**src/rtl/spi_seq.sv**
```systemverilog
// spi_seq: arbitrates the SPI register port between the CPU and a flash-read sequencer.
// Define SPI_SEQ_FAST_READ_EN for opcode 0x0B plus one dummy byte after the address.
module spi_seq #(
  parameter int         GUARD  = 128,
  parameter logic [7:0] RD_CMD = 8'h03
) (
  input  logic        clk,
  input  logic        reset,
  input  logic [2:0]  cpu_reg_addr,
  input  logic [7:0]  cpu_reg_data_in,
  output logic [7:0]  cpu_reg_data_out,
  input  logic [1:0]  cpu_reg_sel,
  input  logic        cpu_reg_read,
  input  logic        cpu_reg_write,
  output logic        cpu_stall,
  input  logic        fetch_req,
  input  logic [23:0] fetch_addr,
  input  logic [3:0]  fetch_len,
  input  logic [1:0]  fetch_sel,
  output logic        fetch_ack,
  output logic [7:0]  fetch_data,
  output logic        fetch_valid,
  output logic        fetch_done,
  output logic [2:0]  spi_reg_addr,
  output logic [7:0]  spi_reg_data_in,
  input  logic [7:0]  spi_reg_data_out,
  output logic [1:0]  spi_reg_sel,
  output logic        spi_reg_read,
  output logic        spi_reg_write,
  input  logic        spi_interrupt
);

`ifdef SPI_SEQ_FAST_READ_EN
  localparam logic [7:0] CMD_OP = 8'h0B;
`else
  localparam logic [7:0] CMD_OP = RD_CMD;
`endif
  localparam int GW = ($clog2(GUARD + 1) < 1) ? 1 : $clog2(GUARD + 1);

  typedef enum logic [1:0] {OWN_IDLE, OWN_CPU_LOCK, OWN_SEQ, OWN_GUARD} owner_t;
  typedef enum logic [2:0] {
    SQ_CMD, SQ_W, SQ_A2, SQ_A1, SQ_A0,
`ifdef SPI_SEQ_FAST_READ_EN
    SQ_DUMMY,
`endif
    SQ_DATA, SQ_RD
  } seq_t;

  owner_t        owner, owner_nxt;
  seq_t          seq, seq_nxt, ret, ret_nxt;
  logic [23:0]   cap_addr, cap_addr_nxt;
  logic [1:0]    cap_sel, cap_sel_nxt;
  logic [4:0]    remaining, remaining_nxt;
  logic [GW-1:0] guard_cnt, guard_cnt_nxt;

  logic cpu_strobe, accept, last;

  assign cpu_strobe       = cpu_reg_read | cpu_reg_write;
  assign accept           = (owner == OWN_IDLE) && fetch_req && !cpu_strobe;
  assign last             = (remaining == 5'd1);
  assign cpu_reg_data_out = spi_reg_data_out;
  assign fetch_data       = spi_reg_data_out;

  always_ff @(posedge clk) begin
    if (reset) begin
      owner     <= OWN_IDLE;
      seq       <= SQ_CMD;
      ret       <= SQ_CMD;
      cap_addr  <= '0;
      cap_sel   <= '0;
      remaining <= '0;
      guard_cnt <= '0;
    end else begin
      owner     <= owner_nxt;
      seq       <= seq_nxt;
      ret       <= ret_nxt;
      cap_addr  <= cap_addr_nxt;
      cap_sel   <= cap_sel_nxt;
      remaining <= remaining_nxt;
      guard_cnt <= guard_cnt_nxt;
    end
  end

  // Every sequencer write parks in W, remembering where to resume once the SPI core interrupts.
  always_comb begin
    owner_nxt     = owner;
    seq_nxt       = seq;
    ret_nxt       = ret;
    cap_addr_nxt  = cap_addr;
    cap_sel_nxt   = cap_sel;
    remaining_nxt = remaining;
    guard_cnt_nxt = '0;
    case (owner)
      OWN_IDLE: begin
        if (cpu_reg_write && cpu_reg_addr == 3'd0) begin
          owner_nxt = OWN_CPU_LOCK;
        end else if (accept) begin
          owner_nxt     = OWN_SEQ;
          seq_nxt       = SQ_CMD;
          cap_addr_nxt  = fetch_addr;
          cap_sel_nxt   = fetch_sel;
          remaining_nxt = (fetch_len == 4'd0) ? 5'd16 : {1'b0, fetch_len};
        end
      end
      OWN_CPU_LOCK: begin
        if (cpu_reg_read && cpu_reg_addr == 3'd0) owner_nxt = OWN_GUARD;
      end
      OWN_SEQ: begin
        case (seq)
          SQ_CMD: begin seq_nxt = SQ_W; ret_nxt = SQ_A2; end
          SQ_A2:  begin seq_nxt = SQ_W; ret_nxt = SQ_A1; end
          SQ_A1:  begin seq_nxt = SQ_W; ret_nxt = SQ_A0; end
`ifdef SPI_SEQ_FAST_READ_EN
          SQ_A0:    begin seq_nxt = SQ_W; ret_nxt = SQ_DUMMY; end
          SQ_DUMMY: begin seq_nxt = SQ_W; ret_nxt = SQ_DATA; end
`else
          SQ_A0:  begin seq_nxt = SQ_W; ret_nxt = SQ_DATA; end
`endif
          SQ_DATA: begin seq_nxt = SQ_W; ret_nxt = SQ_RD; end
          SQ_W: begin
            if (spi_interrupt) seq_nxt = ret;
          end
          SQ_RD: begin
            if (last) begin
              owner_nxt     = OWN_GUARD;
              seq_nxt       = SQ_CMD;
              remaining_nxt = '0;
            end else begin
              remaining_nxt = remaining - 5'd1;
              seq_nxt       = SQ_DATA;
            end
          end
          default: seq_nxt = SQ_CMD;
        endcase
      end
      OWN_GUARD: begin
        if (guard_cnt == GW'(GUARD - 1)) owner_nxt = OWN_IDLE;
        else guard_cnt_nxt = guard_cnt + 1'b1;
      end
      default: owner_nxt = OWN_IDLE;
    endcase
  end

  // Outputs are forced quiet while reset is held so nothing leaks before the state register clears.
  always_comb begin
    spi_reg_addr    = cpu_reg_addr;
    spi_reg_data_in = cpu_reg_data_in;
    spi_reg_sel     = cpu_reg_sel;
    spi_reg_read    = 1'b0;
    spi_reg_write   = 1'b0;
    cpu_stall       = 1'b0;
    fetch_ack       = 1'b0;
    fetch_valid     = 1'b0;
    fetch_done      = 1'b0;
    if (!reset) begin
      case (owner)
        OWN_IDLE, OWN_CPU_LOCK: begin
          spi_reg_read  = cpu_reg_read;
          spi_reg_write = cpu_reg_write;
          fetch_ack     = accept;
        end
        OWN_SEQ: begin
          cpu_stall       = cpu_strobe;
          spi_reg_sel     = cap_sel;
          spi_reg_addr    = 3'd1;
          spi_reg_data_in = 8'hFF;
          case (seq)
            SQ_CMD: begin
              spi_reg_addr    = 3'd0;
              spi_reg_data_in = CMD_OP;
              spi_reg_write   = 1'b1;
            end
            SQ_A2: begin spi_reg_data_in = cap_addr[23:16]; spi_reg_write = 1'b1; end
            SQ_A1: begin spi_reg_data_in = cap_addr[15:8];  spi_reg_write = 1'b1; end
            SQ_A0: begin spi_reg_data_in = cap_addr[7:0];   spi_reg_write = 1'b1; end
`ifdef SPI_SEQ_FAST_READ_EN
            SQ_DUMMY: spi_reg_write = 1'b1;
`endif
            SQ_DATA: spi_reg_write = 1'b1;
            SQ_RD: begin
              spi_reg_addr = last ? 3'd0 : 3'd1;
              spi_reg_read = 1'b1;
              fetch_valid  = 1'b1;
              fetch_done   = last;
            end
            default: ;
          endcase
        end
        OWN_GUARD: cpu_stall = cpu_strobe;
        default: ;
      endcase
    end
  end

endmodule

```
**config.mk**
```make
export PLATFORM = sky130hd
export DESIGN_NAME = spi_seq
export DESIGN_NICKNAME = d
export VERILOG_FILES = /design/src/rtl/spi_seq.sv
export SDC_FILE = /design/constraint.sdc
export NUM_CORES = 1
export LEC_CHECK = 0
export ABC_CLOCK_PERIOD_IN_PS = 1900
export CORE_MARGIN = 1.5
export CORE_UTILIZATION = 41
export CTS_CLUSTER_SIZE = 16
export DETAILED_ROUTE_END_ITERATION = 12
export MAX_ROUTING_LAYER = met4
export PLACE_DENSITY = 0.75
export SLEW_MARGIN = 20
export SYNTH_ARGS = -nofsm -noshare
export SYNTH_HDL_FRONTEND = slang
export SYNTH_SLANG_ARGS = --single-unit
```
**constraint.sdc**
```tcl
create_clock -name clk -period 1.9 [get_ports clk]
set_clock_uncertainty 0.15 [all_clocks]
set_input_delay 0.19 -clock clk [delete_from_list [all_inputs] [get_ports clk]]
set_output_delay 0.19 -clock clk [all_outputs]
set_load 0.01 [all_outputs]
```
==> results.md <==
- Status: finished, violations left
- Failing checks: negative setup slack
- CTS tree: yes
- Via count: around 2.7k
- Fin crit period: 2.065 ns
- Clock root cell: clkbuf_8
- IO Pins: 92
- Max Fclk: about 480 MHz
- Worst-path fanout max: 3
- Clock latency on the worst-skew pair: around 0.3 ns
- Global-route wire length before repair: 12,220 um
- DRC viols: 0
- Post-Synthesis Cell Area: 2643 um^2
- Crit path DAT: 1.72 ns
- Crit path cell chain: inv_2, ha_4, inv_2, nor2_4, o211ai_1, buf_4, o32a_1, buf_2
- GRT Util Overall: 0.2198
- Setup slack after layout: -0.1648 ns
- Longest Clk Path Bufs: 2
- Gr ovfl total: 0
- XOR/XNOR Fraction of Synth Area: 0.02320
- Most frequent cell after synthesis: nand2_1
- Worst vdd ir: 0.4780 mV
- Setup crit start kind: flop
- Layout net count: approximately 510
- PD cells: around 820 nW/um^2
- Worst path max stage delay: roughly 0.34 ns
- HP Class: in2out
- Total wire length: approximately 7600 um
- Ratio of final minimum period to clock period: 1.087
- CP max stage cell: dfxtp_2
- Final slew viol count: 0
- Worst-path clk slew: approximately 0.09 ns
- DR WL/cell: between 10 and 15 um
- Mux cell area share after synthesis: 0.01752
- Finished Layout Cells: slightly above 500
- Number of global-route vias before repair: roughly 2.7k
- Area share of and/or/nand/nor cells after synthesis: 0.2599
- Site Rows: 29
- Antenna diodes: 0
- Synth warn: 0
- Leak Pwr: roughly 1.6 nW
- Die Y: 83.28 um
- Drt pass-1 iters: 4
- CTS Hold Bufs: 0
- Die area: just under 7000 um^2
- Main combinational cell family by area after synthesis: simple AND/OR/NAND/NOR gates
- Gate Count Post-Synth: 348
- Initial DRC Count: ~140
- Post-DP HPWL: roughly 5400 um
- Inserted Clock Buffers: 5
- Top post-synthesis cells by area: dfxtp_1 36%, nand2_1 10%, a21oi_1 7.0%, buf_4 4.5%, nor2_1 4.5%
- Compound-Gate Fraction of Synth Area: 0.2145
- RSZ-0062 raised after global routing: yes
- Placer Congestion: 0.8428
- Tot Pwr: between 3 and 4 mW
- Area Growth Syn to Fin: 50.05%
- EDFF count, synth: 0
- Crit Path Class: reg2out
- Pin count of the biggest net entering global routing: 27
- Post-synthesis cell type count: 54
- Synth cell count leaders: 72 x nand2_1, 47 x dfxtp_1, 37 x a21oi_1
- Maxcap violations: 0
- Yosys reg bits: 47
- Final setup vio count: 11
- Initial antenna violation count: 0
- Top_reg_cell synth: dfxtp_1
- Worst setup EP type: output pin
- Final TNS setup: -1.231 ns
- Syn Nets: 412
- Adder-Cell Fraction of Synth Area: 0.03314
- Die W: about 83 um
- Initial Utilization: 0.4210
- Clk sinks: 47
- Syn avg cell area: roughly 7.6 um^2
- Share of layout cells above drive strength 1: 0.2873
- Least-Margin Pin Slew: 0.3509 ns
- Share of the synthesized area in the top cell type: 0.3561
- Register area share after synthesis: 0.3561
- Antenna Nets Post-Route: 0
- Port Buf Inserts: 67
- Worst EP required: 1.56 ns
- Area leader, netlist: dfxtp_1
- CP most frequent cell: inv_2
- Final hold violation count: 0
- Placed Instances: 500
- CORE AREA: 6277 um^2
- Synth async-reset ratio: 0
- Vias per cell: 5.241
- Slew headroom: 0.7642
- Max H-tree Level: 2
per-layer routing:
layer	track usage	routed length [um]
met1	0.2834	3518
met3	0.03280	298
met5	-	0
met4	0.06364	142
met2	0.3592	3671
repair_timing:
action                                 CTS  global route
endpoints found under the hold margin    0             0
setup endpoints to repair               28            52
buffers inserted                         9             5
resized for setup                      110            34
pin swaps                               20            11
sequential cells by signal, summed over array words and instances (netlist names):
register   count
cap_addr      24
cap_sel        2
guard_cnt      8
owner          2
remaining      5
ret            3
seq            3
final timing paths:
| kind | cells past startpoint | end | startpoint | slack, ns |
|---|---|---|---|---|
| setup / recovery | 8 | spi_reg_data_in[6] | owner[0] | -0.16 |
| hold / removal | 0 | cpu_reg_data_out[1] | spi_reg_data_out[1] | 0.23 |
| setup reg to reg | 7 | owner[0] | remaining[1] | -0.11 |
| hold reg to reg | 2 | cap_addr[15] | cap_addr[15] | 0.30 |
placed cells by master, fill, tap and decap left out, drive strengths merged, types with 2 or more instances in the layout:
cell | netlist | final
nand3 | 6 | 6
and3 | 8 | 8
buf | 22 | 74
nor2 | 32 | 32
ha | 7 | 7
a21oi | 37 | 37
clkdlybuf4s50 | 0 | 48
xor2 | 5 | 5
mux2 | 2 | 2
dfxtp | 47 | 47
nand2 | 72 | 72
clkbuf | 15 | 7
a22oi | 9 | 9
nor2b | 3 | 3
nor3b | 2 | 2
xnor2 | 2 | 2
o22a | 2 | 2
nand3b | 2 | 2
mux2i | 2 | 2
o32a | 6 | 6
a211oi | 5 | 5
o211ai | 2 | 2
o22ai | 2 | 2
o21ai | 11 | 11
and2 | 2 | 2
nand4 | 3 | 3
inv | 13 | 13
nand2b | 5 | 5
nor3 | 6 | 6
per-stage QoR:
stage                     hold slack, ns  cell area [um^2]  utilization  worst slack (ns)
final                             0.2300              3965       0.6317           -0.1648
after global routing              0.2300              3965       0.6317           -0.2272
after CTS                         0.2301              3817       0.6081           -0.1595
after detailed placement          0.2301              3581       0.5705           -0.4561
after floorplan                   0.1760              2643            -           0.05666
after global placement            0.2301              3581       0.5705           -0.4008
critical path: cells and delay by family, from the launching register on:
family / cells / cell delay [ns]
flops: 1 / 0.34
fa+ha+maj: 1 / 0.13
buf+inv: 4 / 0.45
simple gates: 1 / 0.07
compound gates: 2 / 0.44
logic make-up (layout without fill, tap and decap cells):
family,Yosys count,after routing
and+or+nand+nor,147,147
adders and majority gates,7,7
buffers and inverters,50,144
muxes,4,4
DFF,47,47
AOI/OAI and AO/OA,86,86
xor gates and xnor gates,7,7
final cells by class:
type | count | area, um^2
Clock buffer | 7 | 86.33
Clock inverter | 1 | 8.758
Fill cell | 534 | 2312
Inverter | 13 | 53.80
Multi-Input combinational cell | 251 | 1684
Sequential cell | 47 | 950.9
Tap cell | 77 | 96.34
Timing Repair Buffer | 123 | 1085
power breakdown:
part,internal [mW],total [mW],switching (mW)
clock,0.299,0.644,0.345
combinational,0.771,1.47,0.700
sequential,1.06,1.13,0.0655
total,2.13,3.24,1.11
(Power assumes the default switching activity.)
